===== config.mk =====
export PLATFORM = sky130hd
export DESIGN_NAME = piso_framer
export DESIGN_NICKNAME = d
export VERILOG_FILES = /design/src/rtl/piso_framer.sv
export SDC_FILE = /design/constraint.sdc
export NUM_CORES = 1
export LEC_CHECK = 0
export BUFFER_PORTS_ARGS = -buffer_cell sky130_fd_sc_hd__buf_2
export CORE_MARGIN = 2
export CORE_UTILIZATION = 30
export CTS_CLUSTER_SIZE = 20
export DETAILED_ROUTE_END_ITERATION = 6
export PLACE_DENSITY = 0.48
export RECOVER_POWER = 25
export SYNTH_ARGS = -nofsm -noshare
export SYNTH_HDL_FRONTEND = slang
export SYNTH_SLANG_ARGS = --single-unit

===== constraint.sdc =====
create_clock -name clk -period 1.9 [get_ports clk]
set_input_delay 0.38 -clock clk [delete_from_list [all_inputs] [get_ports clk]]
set_output_delay 0.38 -clock clk [all_outputs]
set_load 0.1 [all_outputs]

===== src/rtl/piso_framer.sv =====
// piso_framer: parallel-in serial-out framer.
// Accepts a WIDTH-bit word when load_valid and load_ready are both high.
// It sends a start bit (0), the data bits MSB first, an optional parity
// bit and a stop bit (1). All outputs are registered.
// Optional feature macro: PISO_FRAMER_PARITY_EN adds one even-parity bit.
// Ports:
//   clk        - clock; all state changes on the rising edge
//   rst        - synchronous active-high reset
//   din        - parallel word to serialize
//   load_valid - din holds a word to accept
//   load_ready - the block accepts a word this cycle
//   o          - registered serial line, idles high
//   bit_valid  - high while o carries a data bit
//   busy       - high while a frame is in progress
//   done       - single-cycle pulse during the stop bit
module piso_framer #(
    parameter int WIDTH = 8
) (
    input  logic             clk,
    input  logic             rst,
    input  logic [WIDTH-1:0] din,
    input  logic             load_valid,
    output logic             load_ready,
    output logic             o,
    output logic             bit_valid,
    output logic             busy,
    output logic             done
);
    localparam int CW = $clog2(WIDTH);
    localparam logic [CW-1:0] LAST = CW'(WIDTH - 1);

    typedef enum logic [2:0] {
        IDLE,
        START,
        DATA,
`ifdef PISO_FRAMER_PARITY_EN
        PARITY,
`endif
        STOP
    } state_t;

    state_t           state_q, state_d;
    logic [CW-1:0]    cnt_q, cnt_d;
    logic [WIDTH-1:0] sh_q, sh_d;
    logic             o_q, o_d;
    logic             bv_q, busy_q, done_q, rdy_q;
    logic             xfer;
`ifdef PISO_FRAMER_PARITY_EN
    logic             par_q, par_d;
`endif

    assign xfer = load_valid & rdy_q;

    // Outputs are computed from the next state so that the registered
    // copy lines up with the state it describes.
    always_comb begin
        state_d = state_q;
        cnt_d   = cnt_q;
        sh_d    = sh_q;
        o_d     = 1'b1;
`ifdef PISO_FRAMER_PARITY_EN
        par_d   = par_q;
`endif
        unique case (state_q)
            IDLE, STOP: begin
                state_d = IDLE;
                if (xfer) begin
                    state_d = START;
                    sh_d    = din;
                    o_d     = 1'b0;
`ifdef PISO_FRAMER_PARITY_EN
                    par_d   = ^din;
`endif
                end
            end
            START: begin
                state_d = DATA;
                o_d     = sh_q[WIDTH-1];
                sh_d    = {sh_q[WIDTH-2:0], 1'b0};
                cnt_d   = '0;
            end
            DATA: begin
                if (cnt_q == LAST) begin
`ifdef PISO_FRAMER_PARITY_EN
                    state_d = PARITY;
                    o_d     = par_q;
`else
                    state_d = STOP;
`endif
                end else begin
                    o_d   = sh_q[WIDTH-1];
                    sh_d  = {sh_q[WIDTH-2:0], 1'b0};
                    cnt_d = cnt_q + 1'b1;
                end
            end
`ifdef PISO_FRAMER_PARITY_EN
            PARITY: begin
                state_d = STOP;
            end
`endif
            default: begin
                state_d = IDLE;
            end
        endcase
    end

    always_ff @(posedge clk) begin
        if (rst) begin
            state_q <= IDLE;
            cnt_q   <= '0;
            sh_q    <= '0;
            o_q     <= 1'b1;
            bv_q    <= 1'b0;
            busy_q  <= 1'b0;
            done_q  <= 1'b0;
            rdy_q   <= 1'b0;
`ifdef PISO_FRAMER_PARITY_EN
            par_q   <= 1'b0;
`endif
        end else begin
            state_q <= state_d;
            cnt_q   <= cnt_d;
            sh_q    <= sh_d;
            o_q     <= o_d;
            bv_q    <= (state_d == DATA);
            busy_q  <= (state_d != IDLE);
            done_q  <= (state_d == STOP);
            rdy_q   <= (state_d == IDLE) || (state_d == STOP);
`ifdef PISO_FRAMER_PARITY_EN
            par_q   <= par_d;
`endif
        end
    end

    assign load_ready = rdy_q;
    assign o          = o_q;
    assign bit_valid  = bv_q;
    assign busy       = busy_q;
    assign done       = done_q;
endmodule

* Word-level counts from Yosys, hierarchy flattened *
Index checks and enable logic that the tools add are counted.

storage, ports and cells
  bits in registers = 19
  output and inout port bits = 5

operators by class
  mux-type cells = 11
  $add $sub $neg = 1
  equality and inequality tests = 8
  reduce and logical (&&, ||, !) cells = 9
  bitwise gates (word level) = 1

operator list
  operator               count
  $pmux W8 S3            1
  $mux W8                2
  $eq A3 B2 Y1 const B   4
  $pmux W3 S3            1
  $logic_not A3 Y1       2
  $mux W3                2
  $pmux W3 S2            1
  $reduce_bool A3 Y1     2
  $ne A2 B2 Y1 const B   2
  $add A3 B1 Y3 const B  1
  $eq A3 B1 Y1 const B   1
  $eq A3 B3 Y1 const B   1
  $mux W1                3
  $pmux W1 S3            1
  $reduce_and A3 Y1      1
  $reduce_and A2 Y1      1
  $reduce_bool A2 Y1     1
  $reduce_or A2 Y1       1
  $and A1 B1 Y1          1
  $logic_or A1 B1 Y1     1

* Depth between registers and ports, before layout *
Gate-level depths: netlist of run 1.

  depth in word-level cells = 5
  gate-level depth with buffers = 7
  gate-level depth less buffers = 6

* Least setup slack after synthesis of run 1 *
OpenSTA, ideal clock, no wires.

  kind = register -> register
  start = register rdy_q (netlist: load_ready)
  end = register sh_q[3]
  buffers on the path = 1
  path slack = -0.020 ns
  stages on the path, launching flop included = 6
  data arrival time = 1.841 ns
  data required time = 1.821 ns
  cells stage by stage = dfxtp_1 and2_1 o221a_2 buf_6 nor2_1 a211oi_2

between the ends
  cells in the longest elaborated chain, start to end = 3

RTL lines
  element                             line  text
  from (decl)                         46    logic bv_q, busy_q, done_q, rdy_q;
  from (signal assigned)              128   rdy_q <= (state_d == IDLE) || (state_d == STOP);
  $and A1 B1 Y1                       52    assign xfer = load_valid & rdy_q;
  $ne A2 B2 Y1 (no source line)       n/a
  $reduce_and A3 Y1 (no source line)  n/a
  to (signal assigned)                111   sh_q <= '0;
  to (signal assigned)                123   sh_q <= sh_d;
  to (decl)                           44    logic [WIDTH-1:0] sh_q, sh_d;

No other way between the ends.
A chain may end at the register's enable or synchronous reset.

* Worst setup path in the final report of run 1 *
  start = register state_q[1]
  end = register sh_q[7]

between the ends
  cells in the longest elaborated chain, start to end = 4
  elaborated cells between the ends (all ways) = 10
  those cells by class = eq/ne: 5; mux: 1; reduce/logical: 4

RTL lines
  element                                                                     line  text
  from (decl)                                                                 42    state_t state_q, state_d;
  from (signal assigned)                                                      121   state_q <= state_d;
  $eq A3 B2 Y1 / $logic_not A3 Y1 (equally long branches)                     64    unique case (state_q)
  $reduce_or A2 Y1                                                            64
  $ne A2 B2 Y1 (no source line) / $reduce_bool A3 Y1 (equally long branches)  n/a
  $reduce_and A3 Y1 (no source line)                                          n/a

Several ways; a longest one is shown, not always the timed one.

==> results_dict.tcl, run 1 <==
set metrics [dict create \
    status "finished, final reports clean" \
    drt-total-wl_mm 1.483 \
    yosysWarnings 0 \
    post-place-cells 127 \
    cts_root_buf "clkbuf_4" \
    stdcell_area_um2 933.4 \
    fin_crit_ns 1.664 \
    grt_pass1_wl_mm 2.615 \
    synth_cell_types 31 \
    synthTopCellsByArea "dfxtp_1 (46%), mux2i_1 (9.6%), nor2_1 (5.9%)" \
    final_cells 131 \
    cts_buffer_depth 2 \
    worst_slew_pin_slew_ns 0.5145 \
    viasPerCell 4.916 \
    overflow 0 \
    ios 16 \
    grt_pass1_vias 598 \
    setup_tns_ns 0 \
    grtUsageTotal 0.1047 \
    area_growth_pct 12.35 \
    drtIter0Drc 17 \
    drtPass1Iterations 3 \
    clock_skew_ns 0.0007596 \
    core_area_mm2 0.002686 \
    drive_gt1_frac 0.2300 \
    synth.top_cell.area_share 0.4578 \
    final_cell_mix "dfxtp_1 (18), buf_2 (15), nor2_1 (13)" \
    rows 19 \
    fillers 303 \
    htree_levels 1 \
    worstPathRequired_ns 2.11 \
    synth-async-reset-ratio 0 \
    cts_hold_buf 0 \
    clock-sinks 19 \
    synthCells 86 \
    hold_depth 3 \
    dieArea_mm2 0.003206 \
    crit_type "reg2reg" \
    layout_commonest_cell "dfxtp_1" \
    cts_buffers 3 \
    r2r_setup_slack_ns 0.24 \
    nNetsFinal 114 \
    synth_ff_type "dfxtp_1" \
    gp_congestion 0.7666 \
    drc_errors 0 \
    crit_fanout 11 \
    port_buffers 15 \
    finalCritPeriodShare 0.8759 \
    max_freq_ghz 0.6009 \
    post_cts_resized 0 \
    synth_area_leader_cell "dfxtp_1" \
    cp.arrival_ns 1.88 \
    reg2reg_depth 4 \
    grt_start_max_net_pins 19 \
    critPathLaunchType "register" \
    hold_violations 0 \
    setup_viol 0 \
    startpoint "state_q[1]$_SDFF_PP0_" \
    ir_drop_mv 0.2892 \
    clkTransAtPathRegs_ns 0.10 \
    insertion_delay_ns 0.29 \
    die_h_um 56.63 \
    slew-limit-headroom 0.6562 \
    ant_nets 0 \
    synth_nets 99 \
    antennaDiodeCount 0 \
    crit-reg2reg-launch "state_q[1]$_SDFF_PP0_" \
    cts_tree "yes" \
    ys_seq_area_frac 0.4578 \
    syn_area_per_cell_um2 9.660 \
    synth-seq-cells 19 \
    post_cts_buffers 0 \
    synth_area_um2 830.8 \
    slew_violations 0 \
    start_util 0.3093 \
    hpwlAfterDp_mm 1.044 \
    antenna_found_initial 0 \
    wl_per_cell_um 11.32 \
    r2r_end "sh_q[7]$_SDFFE_PP0P_" \
    leakage_nw 0.4240 \
    synth-edff-count 0 \
    hp-class "in2reg" \
    die_x_um 56.63 \
    vias 644 \
    critPathCapture "sh_q[7]$_SDFFE_PP0P_" \
    rsz0062_at_grt "no" \
    dpl_cell_area_um2 914.6 \
    p_per_area_mw_per_mm2 773.8 \
    drv_cap 0 \
    endpoint_kind "register" \
]
[kinds of logic after synthesis]
group,share of synthesized area
and+or+nand+nor,0.1567
DFF,0.4578
AOI/OAI and AO/OA,0.1657
other,0.004514
adders and majority gates,0.03012
xor gates and xnor gates,0.01958
muxes,0.1099
buffers and inverters,0.05571
[per-layer routing]
| layer | up-vias | GRT usage | part of all wire | wire, um |
|---|---|---|---|---|
| met3 | 2 | 0.02304 | 0.049 | 73 |
| met2 | 10 | 0.1578 | 0.45 | 671 |
| met4 | 0 | 0.06122 | 0.0088 | 13 |
| li1 | 335 | - | - | - |
| met1 | 297 | 0.1363 | 0.49 | 724 |
| met5 | - | 0 | 0 | 0 |
[Yosys cell counts, drive strengths merged, types with 2 or more instances]
cell    instances
buf             5
inv             2
mux2i           8
nand2           2
a21oi           2
ha              2
a211oi          7
nor3            6
a22oi           3
a22o            2
nor2           13
dfxtp          19
[metrics by stage]
stage          setup WS [ns]    util  hold WS (ns)  power [mW]
6_report              0.2358  0.3475        0.3445      0.7222
3_5_place_dp          0.2585  0.3405        0.4769      0.5315
3_3_place_gp          0.2817  0.3405        0.4637      0.5306
2_1_floorplan         0.3103       -        0.4448      0.5112
5_1_grt              0.02287  0.3475        0.3584      0.7604
4_1_cts               0.2273  0.3503        0.3374      0.7413
[how the worst min path moves through the flow]
stage,to,start
final,sh_q[0]$_SDFFE_PP0P_,din[0]
after CTS,sh_q[0]$_SDFFE_PP0P_,din[0]
after floorplan,sh_q[0]$_SDFFE_PP0P_,sh_q[0]$_SDFFE_PP0P_
after global routing,sh_q[0]$_SDFFE_PP0P_,din[0]
after detailed placement,sh_q[0]$_SDFFE_PP0P_,sh_q[0]$_SDFFE_PP0P_
after global placement,sh_q[0]$_SDFFE_PP0P_,sh_q[0]$_SDFFE_PP0P_
[where the power goes]
group          leakage (nW)  switching [mW]  internal, mW
clock network        0.0150           0.120        0.0816
registers             0.155         0.00999         0.415
logic                 0.254          0.0622        0.0331
[registers in the layout (all words and copies together) (netlist names)]
register / count
bit_valid: 1
busy: 1
cnt_q: 3
done: 1
load_ready: 1
o: 1
sh_q: 8
state_q: 3
[worst max-delay path: stages, from the launching register on]
cell,delay [ns]
dfxtp_1,0.50
xor2_1,0.26
nand2_1,0.36
mux2i_1,0.22
a211oi_1,0.24
[area by class of cell]
| type | instances | area (um^2) | area share |
|---|---|---|---|
| flip-flops and latches | 19 | 381.6 | 0.4088 |
| clock buffers | 4 | 26.28 | 0.02815 |
| repair buffers | 16 | 82.58 | 0.08847 |
| inverters | 2 | 7.507 | 0.008043 |
| multi-input cells | 59 | 396.6 | 0.4249 |
| well taps | 31 | 38.79 | 0.04155 |
Power figures use the tool's default switching activity.
==> run 2: changes to the inputs <==
Settings changed: REMOVE_ABC_BUFFERS from default to 1.
==> results_dict.tcl, run 2 (synthesized netlist as in run 1, its figures left out) <==
set metrics [dict create \
    dieArea_mm2 0.003206 \
    cts_buffer_depth 2 \
    grt_start_max_net_pins 19 \
    reg2reg_depth 6 \
    hp-class "in2reg" \
    area_growth_pct 13.25 \
    endpoint_kind "register" \
    p_per_area_mw_per_mm2 767.7 \
    cts_buffers 3 \
    drtPass1Iterations 3 \
    dp_slack_ns 0.2399 \
    ios 16 \
    hold_slack_ns 0.3293 \
    clock_skew_ns 0.005557 \
    finalCritPeriodShare 0.8740 \
    fin_ws_ns 0.2394 \
    overflow 0 \
    reg_top3 "sh_q x8, cnt_q x3, state_q x3" \
    grt_pass1_wl_mm 2.490 \
    worst_slew_pin_slew_ns 0.5039 \
    cts_tree "yes" \
    largest_register_ffs 8 \
    htree_levels 1 \
    setup_tns_ns 0 \
    drt-total-wl_mm 1.409 \
    rows 19 \
    insertion_delay_ns 0.30 \
    fin_crit_ns 1.661 \
    max_freq_ghz 0.6022 \
    port_buffers 15 \
    gp_congestion 0.6856 \
    grt_pass1_vias 566 \
    nNetsFinal 115 \
    post_cts_buffers 0 \
    worstPathRequired_ns 2.12 \
    die_h_um 56.63 \
    drc_errors 0 \
    die_x_um 56.63 \
    start_util 0.3093 \
    crit_fanout 17 \
    core_area_mm2 0.002686 \
    antennaDiodeCount 0 \
    final_cells 132 \
    cts_root_buf "clkbuf_4" \
    drive_gt1_frac 0.2376 \
    drv_cap 0 \
    status "finished, final reports clean" \
    post-route-util 0.3503 \
    ir_drop_mv 0.4844 \
    vias 634 \
    hold_violations 0 \
    antenna_found_initial 0 \
    hpwlAfterDp_mm 1.007 \
    layout_commonest_cell "dfxtp_1" \
    final_cell_mix "dfxtp_1 (19), buf_2 (15), nor2_1 (13)" \
    clock-sinks 19 \
    crit_top_cell "ha_1" \
    critPathLaunchType "register" \
    cpPeakStageDelay_ns 0.41 \
    leakage_nw 0.4321 \
    slew-limit-headroom 0.6632 \
    post_cts_resized 0 \
    setup_viol 0 \
    drtIter0Drc 4 \
    wl_per_cell_um 10.67 \
    hold_depth 3 \
    path_cells "ha_1 -> ha_1 -> nand2_1 -> o221a_2 -> nor2_1 -> a211oi_1" \
    grtUsageTotal 0.1032 \
    slew_violations 0 \
    crit_type "reg2reg" \
    slowest_stage "o221a_2" \
    rsz0062_at_grt "no" \
    post-place-cells 128 \
    clkTransAtPathRegs_ns 0.10 \
    ant_nets 0 \
    viasPerCell 4.803 \
    cp.arrival_ns 1.88 \
    regMostFlops "sh_q" \
    cts_hold_buf 0 \
]
[run 2: cell count changes in the layout (fill, tap and decap cells not counted), sizes merged]
cell    previous run  this run
buf               16        17
clkbuf             4         3
clkinv             0         1
[run 2: worst paths after layout]
path / from / to / slack (ns)
worst max-delay path: cnt_q[0]$_SDFFE_PP0P_ / sh_q[1]$_SDFFE_PP0P_ / 0.24
worst min-delay path: din[0] / sh_q[0]$_SDFFE_PP0P_ / 0.33
worst max register to register: cnt_q[0]$_SDFFE_PP0P_ / sh_q[1]$_SDFFE_PP0P_ / 0.24
worst min register to register: sh_q[0]$_SDFFE_PP0P_ / sh_q[0]$_SDFFE_PP0P_ / 0.48
[run 2: worst max-delay path: cells and delay by family (launching register included)]
kind / cells / cell delay (ns)
adder cells (fa/ha/maj): 2 / 0.40
flip-flops: 1 / 0.34
AND/OR/NAND/NOR: 2 / 0.22
AO/OA/AOI/OAI: 2 / 0.62
[run 2: metal layers]
metal	vias to the layer above	GRT usage	part of all wire
li1	335	-	-
met5	-	0	0
met1	282	0.1176	0.45
met2	12	0.1611	0.48
met4	0	0.07143	0.031
met3	5	0.03456	0.041
[run 2: final cells by class]
cell class	count	area, um^2
fill	283	1745
timing repair buffer	17	90.09
clock inverter	1	5.005
multi-input combinational	59	396.6
clock buffer	3	22.52
inverter	2	7.507
tap	31	38.79
sequential	19	380.4
[run 2: power by group]
group | leakage, nW | total (mW) | internal, mW | switching, mW
registers | 0.155 | 0.425 | 0.415 | 0.00972
logic | 0.259 | 0.0961 | 0.0334 | 0.0627
clock network | 0.0177 | 0.202 | 0.0785 | 0.123
[run 2: metrics by stage]
stage          power (mW)  instance area, um^2
2_1_floorplan      0.5016                792.0
3_3_place_gp       0.5305                920.9
3_5_place_dp       0.5322                920.9
4_1_cts            0.7367                948.4
5_1_grt            0.7635                940.9
6_report           0.7224                940.9
==> run 3: changes to the inputs <==
Settings changed: CORE_UTILIZATION 30 to 25, PLACE_DENSITY 0.48 to 0.41.
==> results_dict.tcl, run 3 (synthesized netlist as in run 1, its figures left out) <==
set metrics [dict create \
    cp.arrival_ns 1.91 \
    r2r_setup_slack_ns 0.21 \
    grt_start_max_net_pins 19 \
    core_area_mm2 0.003103 \
    slew_violations 0 \
    viasPerCell 4.421 \
    final_cell_mix "dfxtp_1 (19), buf_2 (15), nor2_1 (13)" \
    cts_buffer_depth 2 \
    largest_register_ffs 8 \
    drtPass1Iterations 4 \
    p_clk_frac 0.281 \
    r2r_end "sh_q[2]$_SDFFE_PP0P_" \
    ir_drop_mv 0.2705 \
    dieArea_mm2 0.003800 \
    p_int_uw 526.9 \
    drive_gt1_frac 0.2376 \
    layout_commonest_cell "dfxtp_1" \
    setup_tns_ns 0 \
    drv_cap 0 \
    vias 641 \
    cts_tree "yes" \
    max_freq_ghz 0.5905 \
    rows 20 \
    post_cts_buffers 0 \
    crit-reg2reg-launch "cnt_q[0]$_SDFFE_PP0P_" \
    hold_depth 3 \
    slew-limit-headroom 0.6419 \
    worst_slew_pin_slew_ns 0.5358 \
    cts_buffers 3 \
    worstPathRequired_ns 2.11 \
    grt_pass1_vias 612 \
    dpl_cell_area_um2 937.1 \
    htree_levels 1 \
    p_comb_frac 0.134 \
    start_util 0.2677 \
    p_sw_frac 0.2755 \
    crit_fanout 17 \
    wl_per_cell_um 11.08 \
    post_cts_resized 0 \
    endpoint_kind "register" \
    ios 16 \
    reg_top3 "sh_q x8, cnt_q x3, state_q x3" \
    hold_violations 0 \
    die_h_um 61.65 \
    clkTransAtPathRegs_ns 0.11 \
    die_x_um 61.65 \
    grtUsageTotal 0.09957 \
    fillers 357 \
    area_growth_pct 15.21 \
    clock_skew_ns 0.004741 \
    finalCritPeriodShare 0.8913 \
    ant_nets 0 \
    antennaDiodeCount 0 \
    status "finished, final reports clean" \
    seq_area_um2 380.4 \
    gp_congestion 0.7021 \
    nNetsFinal 115 \
    drt-total-wl_mm 1.607 \
    hpwlAfterDp_mm 1.124 \
    fin_crit_ns 1.693 \
    drtIter0Drc 18 \
    p_per_area_mw_per_mm2 759.8 \
    worstHoldStart "din[0]" \
    insertion_delay_ns 0.29 \
    grt_pass1_wl_mm 2.725 \
    port_buffers 15 \
    cts_root_buf "clkbuf_4" \
    stdcell_area_um2 957.2 \
    reg2reg_depth 6 \
    seqPwrFrac 0.584 \
    rsz0062_at_grt "no" \
    overflow 0 \
    min_to "sh_q[0]$_SDFFE_PP0P_" \
    p_sw_uw 200.3 \
    crit_type "reg2reg" \
    setup_viol 0 \
    regMostFlops "sh_q" \
    multi_input_area_um2 396.6 \
    antenna_found_initial 0 \
    startpoint "cnt_q[0]$_SDFFE_PP0P_" \
    clock-sinks 19 \
    leakage_nw 0.4321 \
    critPathLaunchType "register" \
    drc_errors 0 \
    cts_hold_buf 0 \
    hp-class "in2reg" \
]
==> run 3: cell counts in the layout (fill, tap and decap cells not counted) <==
Identical to the previous run, type by type.
==> run 3: area by class of cell <==
| cell class | instances | area share |
|---|---|---|
| clock buffer | 3 | 0.02353 |
| clock inverter | 1 | 0.005229 |
| inverter | 2 | 0.007843 |
| multi-input combinational | 59 | 0.4144 |
| sequential | 19 | 0.3974 |
| tap | 44 | 0.05752 |
| timing repair buffer | 17 | 0.09412 |
==> run 3: how the worst max path moves through the flow <==
stage,endpoint,slack (ns)
final,sh_q[2]$_SDFFE_PP0P_,0.21
after global routing,sh_q[1]$_SDFFE_PP0P_,0.07
after CTS,sh_q[2]$_SDFFE_PP0P_,0.19
after detailed placement,sh_q[2]$_SDFFE_PP0P_,0.23
after global placement,sh_q[5]$_SDFFE_PP0P_,0.28
after floorplan,sh_q[3]$_SDFFE_PP0P_,-0.002
==> run 3: metal layers <==
| layer | up-vias | GRT usage | share of wire |
|---|---|---|---|
| li1 | 336 | - | - |
| met1 | 290 | 0.1228 | 0.50 |
| met2 | 13 | 0.1624 | 0.45 |
| met3 | 2 | 0.04412 | 0.043 |
| met4 | 0 | 0.01824 | 0.0075 |
| met5 | - | 0 | 0 |
==> run 3: per-stage QoR <==
step	hold WS, ns	cells	power, mW	setup WS [ns]	util
2_1_floorplan	0.4393	80	0.5016	-0.001746	-
3_3_place_gp	0.4585	141	0.5319	0.2832	0.3020
3_5_place_dp	0.4734	141	0.5330	0.2276	0.3020
4_1_cts	0.3101	145	0.7471	0.1860	0.3109
5_1_grt	0.3273	145	0.7721	0.06871	0.3085
6_report	0.3274	145	0.7272	0.2066	0.3085
==> run 3: power by group through the flow <==
stage | logic, mW | registers [mW] | clock network, mW
finish | 0.0976 | 0.425 | 0.205
global route | 0.106 | 0.428 | 0.238
CTS | 0.0988 | 0.426 | 0.223
detailed placement | 0.0986 | 0.434 | 0
global placement | 0.0976 | 0.434 | 0
floorplan | 0.0424 | 0.459 | 0
==> run 3: critical path, stage by stage, from the launching register on <==
cell      delay [ns]
dfxtp_1         0.35
ha_1            0.20
ha_1            0.21
nand2_1         0.14
o221a_2         0.42
nor2_1          0.08
a211oi_1        0.22
